[src/rtl/shift_reg_pkg.sv]
// shift_reg_pkg: shared mode encoding and default width for the universal shift register.
package shift_reg_pkg;
  typedef enum logic [1:0] {
    MODE_HOLD = 2'b00,
    MODE_SHR  = 2'b01,
    MODE_SHL  = 2'b10,
    MODE_LOAD = 2'b11
  } mode_t;
  localparam int DEF_WIDTH = 4;
endpackage

[src/rtl/shift_bit_counter.sv]
// shift_bit_counter: counts shifts within a word and pulses word_valid on each completed word.
// Ports: clk, reset (async, active-low), shift (one shift this edge), clear (restart word),
//        bit_cnt (shifts in current word), word_valid (one-cycle completed-word pulse).
module shift_bit_counter
  import shift_reg_pkg::*;
#(
  parameter int WIDTH = DEF_WIDTH,
  parameter int CNT_W = $clog2(WIDTH)
) (
  input  logic             clk,
  input  logic             reset,
  input  logic             shift,
  input  logic             clear,
  output logic [CNT_W-1:0] bit_cnt,
  output logic             word_valid
);
  localparam logic [CNT_W-1:0] LAST = CNT_W'(WIDTH - 1);
  logic last;
  assign last = bit_cnt == LAST;
  // clear has priority so a load landing on the completing shift suppresses word_valid
  always_ff @(posedge clk or negedge reset)
    if (!reset) begin
      bit_cnt    <= '0;
      word_valid <= 1'b0;
    end else begin
      bit_cnt    <= clear ? '0 : shift ? (last ? '0 : bit_cnt + CNT_W'(1)) : bit_cnt;
      word_valid <= !clear && shift && last;
    end
endmodule

[src/rtl/shift_register_param.sv]
// shift_register_param: universal WIDTH-bit shift register (hold / shift right / shift left / load).
// Ports: clk, reset (async, active-low), en (clock enable), mode (mode_t), d_in (serial in),
//        par_in (parallel load), out (contents), ser_out (bit shifted out last),
//        word_valid (WIDTH shifts completed), bit_cnt (shifts in current word),
//        parity (XOR of out, only when SHIFT_REG_PARITY_EN is defined).
module shift_register_param
  import shift_reg_pkg::*;
#(
  parameter  int               WIDTH     = DEF_WIDTH,
  parameter  logic [WIDTH-1:0] RESET_VAL = '0,
  localparam int               CNT_W     = $clog2(WIDTH)
) (
  input  logic             clk,
  input  logic             reset,
  input  logic             en,
  input  mode_t            mode,
  input  logic             d_in,
  input  logic [WIDTH-1:0] par_in,
  output logic [WIDTH-1:0] out,
  output logic             ser_out,
  output logic             word_valid,
  output logic [CNT_W-1:0] bit_cnt
`ifdef SHIFT_REG_PARITY_EN
  ,
  output logic             parity
`endif
);
  logic shift, load;
  assign shift = en && (mode == MODE_SHR || mode == MODE_SHL);
  assign load  = en && mode == MODE_LOAD;
  always_ff @(posedge clk or negedge reset)
    if (!reset) begin
      out     <= RESET_VAL;
      ser_out <= 1'b0;
    end else if (load) begin
      out <= par_in;
    end else if (shift) begin
      out     <= mode == MODE_SHR ? {d_in, out[WIDTH-1:1]} : {out[WIDTH-2:0], d_in};
      ser_out <= mode == MODE_SHR ? out[0] : out[WIDTH-1];
    end
  shift_bit_counter #(.WIDTH(WIDTH), .CNT_W(CNT_W)) u_cnt (
    .clk        (clk),
    .reset      (reset),
    .shift      (shift),
    .clear      (load),
    .bit_cnt    (bit_cnt),
    .word_valid (word_valid)
  );
`ifdef SHIFT_REG_PARITY_EN
  assign parity = ^out;
`endif
endmodule
[config.mk]
export PLATFORM = sky130hd
export DESIGN_NAME = shift_register_param
export DESIGN_NICKNAME = d
export VERILOG_FILES = /design/src/rtl/shift_reg_pkg.sv /design/src/rtl/shift_bit_counter.sv /design/src/rtl/shift_register_param.sv
export SDC_FILE = /design/constraint.sdc
export NUM_CORES = 1
export LEC_CHECK = 0
export ABC_AREA = 1
export CAP_MARGIN = 10
export CORE_MARGIN = 3
export CORE_UTILIZATION = 35
export CTS_CLUSTER_DIAMETER = 150
export DETAILED_ROUTE_END_ITERATION = 8
export PLACE_DENSITY = 0.74
export SYNTH_ARGS = -nofsm -noshare
export SYNTH_HDL_FRONTEND = slang
export SYNTH_SLANG_ARGS = --single-unit
export TNS_END_PERCENT = 100
[constraint.sdc]
create_clock -name clk -period 3.74 [get_ports clk]
set_clock_uncertainty 0.2 [all_clocks]
set_input_delay 0.748 -clock clk [delete_from_list [all_inputs] [get_ports clk]]
set_output_delay 0.748 -clock clk [all_outputs]
set_load 0.005 [all_outputs]
==> impl_results.md <==
* Reg-to-reg startpoint: u_cnt.bit_cnt[0]
* Clock latency on the worst-skew pair at about 0.25 ns
* Final ANT Viol Nets at 0
* R2r setup slk at roughly 2.4 ns
* CP Cell Sequence: clkdlybuf4s50_1
* Slew @ Worst Pin at roughly 0.35 ns
* Buffers added on ports at 17
* Synthesized area at 491.7 sq um
* Critical path endpoint category: output port
* Gr ovfl total at 0
* CTS tree: done
* Fin crit share at a little under three fifths
* Synth top area cells: dfrtp_1 (41%), nand2_1 (23%), nand3_1 (8.1%), ha_1 (7.6%), inv_1 (5.3%)
* WP data arrival at about 1.2 ns
* Layout cells sized above 1 at between 10 and 15%
* Pins Over Slew Limit at 0
* # setup viols final at 0
* Max incr delay on CP at 0.52 ns
* Initial Util at 40.43%
* Register bit total from synthesis at 8
* R2r worst-path depth at 3
* Post-CTS sizing at 0
* CTS clock-pin slew for the worst setup and hold paths at roughly 0.060 ns
* Num CTS Buffers at 3
* Leak Pwr at approximately 0.38 nW
* IO Pins at 18
* Final wirelength at roughly 980 um
* Vias in the first global route at 390
* Via-per-instance ratio at 4.644
* CP startpoint: out[1]
* Nets at roughly 100
* Design area at between 700 and 800 sq um
* Post-synth cell types at 13
* CTS root buffer: clkbuf_4
* DR DRC count at 0
* HP Class: reg -> reg
* WL per Instance at slightly below 10 um
* First-pass GRT wire length at around 1600 um
* Critical Path End: out[1]
* Via count at ~470
* Cell count along the critical path at 1
* Synth warn at 0
* Pwr dens at around 450 nW/um^2
* Synth top area share at between 40% and 50%
* Iter 0 DRT Violations at 9
* Final Hold Vio Count at 0
* Max Cap Viol at 0
* Die width at 43.48 um
* Syn Area/Cell at about 7.3 sq um
* HPWL after DPL at around 810 um
* Achievable frequency at 473.2 MHz
* Worst vdd ir at about 0.00032 V
* DP Area at approximately 680 sq um
* Core footprint at between 1000 and 1500 sq um
* CP bufs+invs at 1
* Mapped Cells at 67
* H-tree depth at 1
* Total GRT Usage at a little under an eighth
* Die height at about 43 um
* Worst Path Required at between 2 and 3 ns
* Number of setup buffers added after CTS at 0
* DRT Pass-1 Iters at 4
* Initial antenna violation count at 0
* Yosys top cell by area: dfrtp_1
* Status: finished clean
* Crit-path slowest cell: clkdlybuf4s50_1
* Largest net degree at the start of global routing at 9
* Worst Setup Start Kind: flip-flop
* Max Buffers Root-to-Sink at 2
* CTS Sinks at 8
* Die area at about 1900 sq um
* Core Rows at 12
* TNS Setup at 0 ns
* Final Util at 57.72%
* Post-route insts no fill at between 100 and 150
* Area grow syn2layout at 42.75%
* Hold_buf cts at 0
* GP Congestion at a little under 0.9
* Placed Cells at just under 100
* Slew margin rel. at roughly three quarters
* Worst R2R End: u_cnt.bit_cnt[0]
* Syn_nets at 80
* Top delay family on crit path: buffers and inverters
* Seq/Total Area, Yosys at between 40% and 50%
* ANT cells at 0
* Max FO, Critical Path at 4
* RSZ-0062 raised after global routing: false
* Crit path kind: reg -> out
* Fin crit period at approximately 2.1 ns
Yosys cell counts:
cell type	instances
dfrtp_1	8
ha_1	3
inv_1	7
inv_2	3
inv_4	1
nand2_1	30
nand2_2	1
nand2_4	2
nand3_1	8
nand3_2	1
nor2_1	1
o21ai_2	1
or2_2	1
flip-flops by register name (all words and copies together) (netlist names):
signal	count
ser_out	1
u_cnt.bit_cnt	2
u_cnt.word_valid	1
out	4
worst reg2reg max path, stage by stage (launching register included):
cell     delay [ns]
dfrtp_1        0.41
ha_1           0.22
or2_2          0.30
o21ai_2        0.11
power breakdown:
group          internal [mW]  leakage [nW]  switching (mW)
Sequential             0.110         0.103          0.0212
Combinational         0.0731         0.264          0.0497
Clock                 0.0366        0.0138          0.0278
Total                  0.219         0.380          0.0986
stage by stage:
stage,total power [mW],worst slack (ns),hold slack [ns]
final,0.3181,1.627,0.2785
after global routing,0.3431,1.569,0.3431
after CTS,0.3235,1.611,0.2866
after detailed placement,0.2563,1.454,0.2713
after global placement,0.2550,1.476,0.2639
after floorplan,0.1860,2.021,0.2524
worst min path at each step:
stage                      from                to  cells after the start
6_report                ser_out           ser_out                      2
5_1_grt        u_cnt.bit_cnt[1]  u_cnt.bit_cnt[1]                      2
4_1_cts                 ser_out           ser_out                      2
3_5_place_dp            ser_out           ser_out                      2
3_3_place_gp            ser_out           ser_out                      2
2_1_floorplan             reset            out[0]                      0
layout make-up:
| type | instances | area [sq um] |
|---|---|---|
| Sequential cell | 8 | 200.2 |
| Fill cell | 117 | 514.2 |
| Inverter | 11 | 43.79 |
| Tap cell | 14 | 17.52 |
| Timing Repair Buffer | 17 | 170.2 |
| Multi-Input combinational cell | 48 | 247.7 |
| Clock buffer | 3 | 22.52 |
logic make-up after synthesis:
family	synth area share (%)
AO/OA/AOI/OAI	1.781
adder cells (fa/ha/maj)	7.634
buffers and inverters	8.907
flip-flops	40.71
AND/OR/NAND/NOR	40.97
routing by layer:
metal / track usage, % / part of all wire (%)
met2: 15.34 / 43
met3: 8.714 / 9.7
met5: 0 / 0
met4: 2.410 / 0
met1: 14.80 / 48
cell usage in the layout (no fill, tap or decap):
master,netlist,final
clkdlybuf4s50_1,0,17
o21ai_2,1,1
ha_1,3,3
or2_2,1,1
nand3_1,8,8
nand3_2,1,1
nand2_4,2,2
nand2_2,1,1
nor2_1,1,1
nand2_1,30,30
inv_1,7,7
inv_4,1,1
inv_2,3,3
clkbuf_4,0,3
dfrtp_1,8,8
No activity file was read; power rests on OpenSTA's default activity.
